**config.mk**
```make
export PLATFORM = sky130hd
export DESIGN_NAME = mem_io_bridge
export DESIGN_NICKNAME = d
export VERILOG_FILES = /design/src/rtl/mem_io_bridge.sv
export SDC_FILE = /design/constraint.sdc
export NUM_CORES = 1
export LEC_CHECK = 0
export BUFFER_PORTS_ARGS = -buffer_cell sky130_fd_sc_hd__clkbuf_2
export CORE_MARGIN = 2
export CORE_UTILIZATION = 57
export CTS_CLUSTER_SIZE = 14
export DETAILED_ROUTE_END_ITERATION = 8
export GPL_TIMING_DRIVEN = 0
export PLACE_DENSITY = 0.92
export SETUP_SLACK_MARGIN = 0.05
export SYNTH_ARGS = -nofsm -noshare
export SYNTH_HDL_FRONTEND = slang
export SYNTH_SLANG_ARGS = --single-unit
```
**constraint.sdc**
```tcl
create_clock -name i_clk -period 3.9 [get_ports i_clk]
set_input_delay 0.975 -clock i_clk [delete_from_list [all_inputs] [get_ports i_clk]]
set_output_delay 0.975 -clock i_clk [all_outputs]
set_load 0.01 [all_outputs]
```
**src/rtl/mem_io_bridge.sv**
```systemverilog
// rtl/mem_io_bridge.sv - core-to-RAM bridge with memory-mapped UART TX FIFO, LED/switch and cycle counter page
module mem_io_bridge #(
   parameter int          CLKS_PER_BIT = 434,
   parameter int          FIFO_DEPTH   = 8,
   parameter logic [14:0] IO_BASE      = 15'h3FF0
) (
   input  logic        i_clk,
   input  logic        i_rst,
   input  logic [14:0] i_cpu_addr,
   input  logic [15:0] i_cpu_wdata,
   input  logic        i_cpu_write,
   output logic [15:0] o_cpu_rdata,
   output logic [14:0] o_ram_addr,
   output logic [15:0] o_ram_wdata,
   output logic        o_ram_we,
   input  logic [15:0] i_ram_rdata,
   input  logic [7:0]  i_sw,
   output logic [7:0]  o_led,
   output logic        o_uart_tx
);

   localparam logic [15:0] BIT_LAST  = 16'(CLKS_PER_BIT - 1);
   localparam logic [2:0]  PTR_MASK  = 3'(FIFO_DEPTH - 1);
   localparam logic [3:0]  FIFO_FULL = 4'(FIFO_DEPTH);

   typedef enum logic [1:0] {S_IDLE, S_START, S_DATA, S_STOP} state_t;

   logic        w_io_hit;
   logic [3:0]  w_off;
   logic        w_io_wr;
   logic [15:0] w_io_rd;
   logic        w_empty;
   logic        w_full;
   logic        w_busy;
   logic        w_push_req;
   logic        w_push;
   logic        w_pop;

   logic        r_io_sel;
   logic [15:0] r_io_rdata;
   logic [7:0]  r_led;
   logic [15:0] r_cycle;

   logic [7:0]  r_fifo [0:7];
   logic [2:0]  r_wptr;
   logic [2:0]  r_rptr;
   logic [3:0]  r_count;
   logic        r_overflow;

   state_t      r_state;
   state_t      w_state_nxt;
   logic [15:0] r_timer;
   logic [15:0] w_timer_nxt;
   logic [3:0]  r_bit_idx;
   logic [3:0]  w_bit_nxt;
   logic [7:0]  r_shift;
   logic [7:0]  w_shift_nxt;
   logic        r_tx;
   logic        w_tx_nxt;
   logic        w_timer_done;

   assign w_io_hit    = (i_cpu_addr[14:4] == IO_BASE[14:4]);
   assign w_off       = i_cpu_addr[3:0];
   assign w_io_wr     = i_cpu_write && w_io_hit;

   assign o_ram_addr  = i_cpu_addr;
   assign o_ram_wdata = i_cpu_wdata;
   assign o_ram_we    = i_cpu_write && !w_io_hit;
   assign o_cpu_rdata = r_io_sel ? r_io_rdata : i_ram_rdata;
   assign o_led       = r_led;
   assign o_uart_tx   = r_tx;

   assign w_empty     = (r_count == 4'd0);
   assign w_full      = (r_count == FIFO_FULL);
   assign w_busy      = (r_state != S_IDLE);
   // A push against a full FIFO is dropped even when the UART pops in the same cycle.
   assign w_push_req  = w_io_wr && (w_off == 4'h0);
   assign w_push      = w_push_req && !w_full;

   always_comb begin
      w_io_rd = 16'h0000;
      case (w_off)
         4'h1:    w_io_rd = {8'h00, r_count, r_overflow, w_busy, w_full, w_empty};
         4'h2:    w_io_rd = {i_sw, r_led};
         4'h3:    w_io_rd = r_cycle;
         default: w_io_rd = 16'h0000;
      endcase
   end

   always_ff @(posedge i_clk) begin
      if (i_rst) begin
         r_io_sel   <= 1'b0;
         r_io_rdata <= 16'h0000;
      end else begin
         r_io_sel   <= w_io_hit;
         r_io_rdata <= w_io_rd;
      end
   end

   always_ff @(posedge i_clk) begin
      if (i_rst) begin
         r_led   <= 8'h00;
         r_cycle <= 16'h0000;
      end else begin
         if (w_io_wr && (w_off == 4'h2))
            r_led <= i_cpu_wdata[7:0];
         if (w_io_wr && (w_off == 4'h3))
            r_cycle <= i_cpu_wdata;
         else
            r_cycle <= r_cycle + 16'd1;
      end
   end

   always_ff @(posedge i_clk) begin
      if (w_push)
         r_fifo[r_wptr] <= i_cpu_wdata[7:0];
   end

   always_ff @(posedge i_clk) begin
      if (i_rst) begin
         r_wptr     <= 3'd0;
         r_rptr     <= 3'd0;
         r_count    <= 4'd0;
         r_overflow <= 1'b0;
      end else begin
         if (w_push)
            r_wptr <= (r_wptr + 3'd1) & PTR_MASK;
         if (w_pop)
            r_rptr <= (r_rptr + 3'd1) & PTR_MASK;
         case ({w_push, w_pop})
            2'b10:   r_count <= r_count + 4'd1;
            2'b01:   r_count <= r_count - 4'd1;
            default: r_count <= r_count;
         endcase
         if (w_push_req && w_full)
            r_overflow <= 1'b1;
         else if (w_io_wr && (w_off == 4'h1) && i_cpu_wdata[3])
            r_overflow <= 1'b0;
      end
   end

   always_ff @(posedge i_clk) begin
      if (i_rst) begin
         r_state   <= S_IDLE;
         r_timer   <= 16'd0;
         r_bit_idx <= 4'd0;
         r_shift   <= 8'h00;
         r_tx      <= 1'b1;
      end else begin
         r_state   <= w_state_nxt;
         r_timer   <= w_timer_nxt;
         r_bit_idx <= w_bit_nxt;
         r_shift   <= w_shift_nxt;
         r_tx      <= w_tx_nxt;
      end
   end

   assign w_timer_done = (r_timer == BIT_LAST);

   // uart_tx is registered, so each state's line level is loaded on the edge that enters it.
   always_comb begin
      w_state_nxt = r_state;
      w_timer_nxt = r_timer;
      w_bit_nxt   = r_bit_idx;
      w_shift_nxt = r_shift;
      w_tx_nxt    = r_tx;
      w_pop       = 1'b0;
      case (r_state)
         S_IDLE: begin
            w_tx_nxt = 1'b1;
            if (!w_empty) begin
               w_pop       = 1'b1;
               w_shift_nxt = r_fifo[r_rptr];
               w_timer_nxt = 16'd0;
               w_tx_nxt    = 1'b0;
               w_state_nxt = S_START;
            end
         end
         S_START: begin
            if (w_timer_done) begin
               w_timer_nxt = 16'd0;
               w_bit_nxt   = 4'd0;
               w_tx_nxt    = r_shift[0];
               w_state_nxt = S_DATA;
            end else begin
               w_timer_nxt = r_timer + 16'd1;
            end
         end
         S_DATA: begin
            if (w_timer_done) begin
               w_timer_nxt = 16'd0;
               if (r_bit_idx == 4'd7) begin
                  w_tx_nxt    = 1'b1;
                  w_state_nxt = S_STOP;
               end else begin
                  w_bit_nxt   = r_bit_idx + 4'd1;
                  w_shift_nxt = {1'b0, r_shift[7:1]};
                  w_tx_nxt    = r_shift[1];
               end
            end else begin
               w_timer_nxt = r_timer + 16'd1;
            end
         end
         S_STOP: begin
            if (w_timer_done) begin
               w_timer_nxt = 16'd0;
               w_state_nxt = S_IDLE;
            end else begin
               w_timer_nxt = r_timer + 16'd1;
            end
         end
         default: w_state_nxt = S_IDLE;
      endcase
   end

endmodule

```
**Word-level counts from Yosys, hierarchy flattened**

Memories as Yosys holds them, arrays and structs flattened. A register that Yosys moved wholly into a read port is not among the register bits.
Cells that the tools add are included.

- Register bits after elaboration: 83
- Output and inout bits: 57
- Memory bits (writable): 64
- Input bits: 58
- Memories: 1
- Logic and storage cells: 98

- Equal/unequal tests: 18
- Multiplexer cells: 34
- Reductions and logical operators: 25
- Add/subtract/negate cells: 7

Memory list:

| memory | words | width | read ports | clocked after Yosys merged registers in | wr ports | line | RTL |
|---|---|---|---|---|---|---|---|
| r_fifo | 8 | 8 | 1 | 1 | 1 | 44 | `logic [7:0] r_fifo [0:7];` |

Operator list:

| kind | count |
|---|---|
| two-way mux 16 bit | 4 |
| one-hot mux 16 bit (3 select lines) | 1 |
| adder 16 x 1 -> 16 bit, second input constant | 2 |
| one-hot mux 16 bit (2 select lines) | 1 |
| two-way mux 8 bit | 3 |
| equality test 16 x 9 -> 1 bit, second input constant | 1 |
| one-hot mux 4 bit (2 select lines) | 2 |
| one-hot mux 8 bit (2 select lines) | 1 |
| two-way mux 4 bit | 3 |
| != test 2 bit, second input constant | 6 |
| equality test 11 x 10 -> 1 bit, second input constant | 1 |
| two-way mux 1 bit | 10 |
| two-way mux 2 bit | 5 |
| nonzero test 2 bit | 5 |
| logical AND 1 bit | 9 |
| adder 4 x 1 -> 4 bit, second input constant | 2 |
| equality test 4 x 2 -> 1 bit, second input constant | 2 |
| logical NOT 4 bit | 2 |
| one-hot mux 2 bit (4 select lines) | 1 |
| AND reduction 4 bit | 2 |
| adder 3 x 1 -> 3 bit, second input constant | 2 |
| equality test 2 bit, second input constant | 3 |
| two-way mux 3 bit | 2 |
| AND reduction 5 bit | 1 |
| other kinds (11) | 13 |

**Logic depth before layout (Yosys ltp)**

- Depth after elaboration: 6
- Gate-level depth with buffers: 12
- Mapped depth without buffers: 11

**Least setup slack after synthesis**

OpenSTA, ideal clock, no wires.

- Path type: input to register
- From: input i_cpu_addr[14]
- To: memory r_fifo[1][0] (enable)
- Required time: 3.502 ns
- Cell stages on the path: 5
- Setup time: 0.398 ns
- Arrival: 2.935 ns
- Path buffers: 1
- Path slack: 0.567 ns
- Cell sequence: nand4b_1 > or3_1 > or2_2 > buf_2 > nor4b_1

- Longest elaborated chain between the ends: 6

Ends and longest elaborated chain:

| element | line | RTL |
|---|---|---|
| start, declared | 9 | `input logic [14:0] i_cpu_addr,` |
| equality test 11 x 10 -> 1 bit | 62 | `assign w_io_hit = (i_cpu_addr[14:4] == IO_BASE[14:4]);` |
| logical AND 1 bit | 64 | `assign w_io_wr = i_cpu_write && w_io_hit;` |
| logical AND 1 bit | 77 | `assign w_push_req = w_io_wr && (w_off == 4'h0);` |
| logical AND 1 bit | 78 | `assign w_push = w_push_req && !w_full;` |
| two-way mux 1 bit | 115 | `if (w_push)` |
| two-way mux 1 bit (implied by the code) | 116 | `r_fifo[r_wptr] <= i_cpu_wdata[7:0];` |
| end, declared | 44 |  |

Every way passes these cells.

**Worst setup path in the final report**

- From: register r_count[3]
- To: register r_count[2]

- Longest elaborated chain between the ends: 5
- Elaborated cells between the ends (all ways): 10
- Those cells by class: eq/ne: 3; mux: 3; reduce/logical: 4

Ends and longest elaborated chain:

| element | line | RTL |
|---|---|---|
| start, declared | 47 | `logic [3:0] r_count;` |
| start signal, assigned | 131 | `2'b10: r_count <= r_count + 4'd1;` |
| start signal, assigned | 132 | `2'b01: r_count <= r_count - 4'd1;` |
| start signal, assigned | 133 | `default: r_count <= r_count;` |
| logical NOT 4 bit / equality test 4 bit (equally long branches) | 73, 74 |  |
| two-way mux 1 bit / logical NOT 1 bit (equally long branches) | 171, 78 |  |
| two-way mux 1 bit / logical AND 1 bit (equally long branches) | 168, 78 |  |
| equality test 2 x 1 -> 1 bit / equality test 2 bit (equally long branches) | 130 | `case ({w_push, w_pop})` |
| one-hot mux 4 bit (2 select lines) / nonzero test 2 bit (equally long branches) | n/a |  |

Several ways; a longest one is shown, not always the timed one.
A chain may end at the register's enable or synchronous reset.

==> metrics <==
Cell Chain, Critical Path or4b_2, nand4_1, or2_2, buf_2, ha_1, xor2_1, ha_1, a21oi_1, xor2_1, or3_1, a21oi_1; clock buffer depth 2; crit path DAT 3.69 ns; largest net degree at the start of global routing 18; vias in the first global route about 6,000; Period minus WS final approximately 3.3 ns; CP bufs+invs 1; setup violators final 0; critical path's top delay family simple AND/OR/NAND/NOR gates; CTS tree yes; layout cell share with drive strength beyond 1 roughly 29%; CP max FO 10; FP Rows a little over 40; crit path capture type flop; max frequency ~0.30 GHz; CTS buffer count 17; DR DRC count 0; status finished clean; Hold WC Path Type flop to flop; top post-synthesis cells by area edfxtp_1 26%, dfxtp_1 23%, mux2_2 3.5%; drt pass-1 iters 6; gr usage total 27.6%; GPL Wtd Cong 0.875; Mean Syn Cell Area 10.9 um^2; Worst Path Required around 4.3 ns; synth-to-layout area growth 20.1%; count leader, synth dfxtp_1; Die Height roughly 120 um; grt ovf 0; Pleak 3.22 nW; antenna violations before repair 0; clk slew on worst S/H paths 0.07 ns; ANT cells 0; DRT iter0 DRCs 613; total routed wirelength 18,800 um; Layout Utilization 69.9%; Synth top area share a little over a quarter; CTS root buf clkbuf_16; Die X 118 um; I/O pins about 120; Fill cells approximately 850; Clock Sinks 150; HPWL Detailed 12,500 um; Post-synth EDFFs 64; Final ANT Viol Nets 0; multi-input logic area about 3200 um^2; fraction of registers with async set/reset 0%; Final Hold Viols 0; Via-to-Cell Ratio around 6; Port Buffers between 100 and 150; clock skew between 0.01 and 0.015 ns; PostCTS Resize Cnt 0; Reg area about 3600 um^2; Yosys top cell by area edfxtp_1; postcts setup bufs 0; hold buffers post-CTS 0; Worst-Skew Late Latency 0.44 ns; Slew @ Worst Pin around 1.3 ns; Slew Limit Headroom a little over an eighth; Initial Util roughly three fifths; Max stage delay cell, worst path or4b_2; die area around 14,000 um^2; htree depth 4; Core ar. 12,600 um^2; CP Launch Type flop; Cells after DPL between 900 and 1,000; Ys Warns 0; vias 6,114; crit path kind flop to flop; count of pins over their slew limit 0; Routed WL per cell about 19 um; sequential fraction of the synthesis area between 40 and 50%; Main synth FF type dfxtp_1; max incr delay on CP roughly 0.70 ns; Gate Count Post-Synth just under 700; number of distinct library cells after synthesis just under 60; Syn Nets 749; synthesized area roughly 7300 um^2; RSZ-0062 raised after global routing false; Commonest cells post-synth 86 x dfxtp_1, 64 x edfxtp_1, 34 x nor3_1; Nets between 800 and 900; Layout Cells excl Fill ~1,000; Final period util about 85%; # Max-Cap Violations 0; Pwr Density roughly 440 nW/um^2; #FFs+latches synth 150; global-route wire length before repair between 30,000 and 40,000 um; VDD IR max between 0.0003 and 0.0004 V
[per-layer routing]
metal	vias up	track usage [%]	wire [um]
met3	66	6.83	1630
met1	2877	33.5	7400
met5	-	0	0
met2	370	45.5	9110
li1	2801	-	-
met4	0	14.5	656
[stage by stage]
| stage | TNS [ns] | power [mW] | setup WS (ns) | hold slack, ns | area, um^2 |
|---|---|---|---|---|---|
| 2_1_floorplan | 0 | 1.98 | 0.567 | 0.449 | 7350 |
| 3_3_place_gp | -0.725 | 2.10 | -0.0911 | 0.460 | 8130 |
| 3_5_place_dp | 0 | 2.12 | 0.272 | 0.479 | 8190 |
| 4_1_cts | 0 | 3.84 | 0.648 | 0.490 | 8820 |
| 5_1_grt | 0 | 3.95 | 0.351 | 0.513 | 8820 |
| 6_report | 0 | 3.85 | 0.573 | 0.493 | 8820 |
[layout by cell type, fill, tap and decap left out, types with 16 or more instances in the layout]
cell type  instances
nor3_1            34
clkbuf_16         17
o21ai_0           18
nand3_1           17
a211oi_1          24
dfxtp_1           86
a22oi_1           16
clkbuf_1          31
nor2_1            25
a21oi_1           27
buf_4             34
mux2_2            23
clkbuf_2         113
nand2b_1          26
inv_1             16
nand2_1           29
edfxtp_1          64
[state kept, by name, summed over array words and instances, names as in the netlist, 4 cells and up, named ones only]
register and count:
r_count 4, r_shift 8, r_bit_idx 4, r_fifo 64, r_cycle 16, r_io_rdata 16
o_led 8, r_timer 16
[report_power, final]
group | switching [mW] | internal [mW] | leakage [nW]
Clock | 0.767 | 0.986 | 0.307
Sequential | 0.0349 | 1.67 | 1.27
Combinational | 0.223 | 0.167 | 1.65
[worst register-to-register path, delay by kind of cell (launching register included)]
kind,cells,cell delay (ns)
flip-flops,1,0.54
AND/OR/NAND/NOR,4,1.39
XOR/XNOR,2,0.34
buffers and inverters,1,0.27
AO/OA/AOI/OAI,2,0.19
adder cells (fa/ha/maj),2,0.51
[path summary, 6_finish.rpt]
kind | start | endpoint | slack (ns) | cells past startpoint
worst max-delay path | r_count[3] | r_count[2] | 0.57 | 11
worst min-delay path | r_shift[7] | r_shift[7] | 0.49 | 2
worst max register to register | r_count[3] | r_count[2] | 0.57 | 11
worst min register to register | r_shift[7] | r_shift[7] | 0.49 | 2
[cell families (layout without fill, tap and decap cells)]
group	Yosys count	count (layout)	share of synthesized area (%)
AO/OA/AOI/OAI	138	138	13.5
multiplexers	44	44	8.09
buffers and inverters	92	241	6.71
flip-flops	150	150	49.6
adder cells (fa/ha/maj)	14	14	2.38
AND/OR/NAND/NOR	212	212	16.5
XOR/XNOR	27	27	3.22
[cell type report]
cell class | instances | area share [%]
inverters | 16 | 0.681
multi-input cells | 435 | 36.8
flip-flops and latches | 150 | 41.3
plain buffers | 76 | 4.91
well taps | 172 | 2.44
clock buffers | 17 | 4.82
clock inverters | 15 | 2.35
repair buffers | 117 | 6.72
Note: power is estimated with default switching activity, not from simulation.
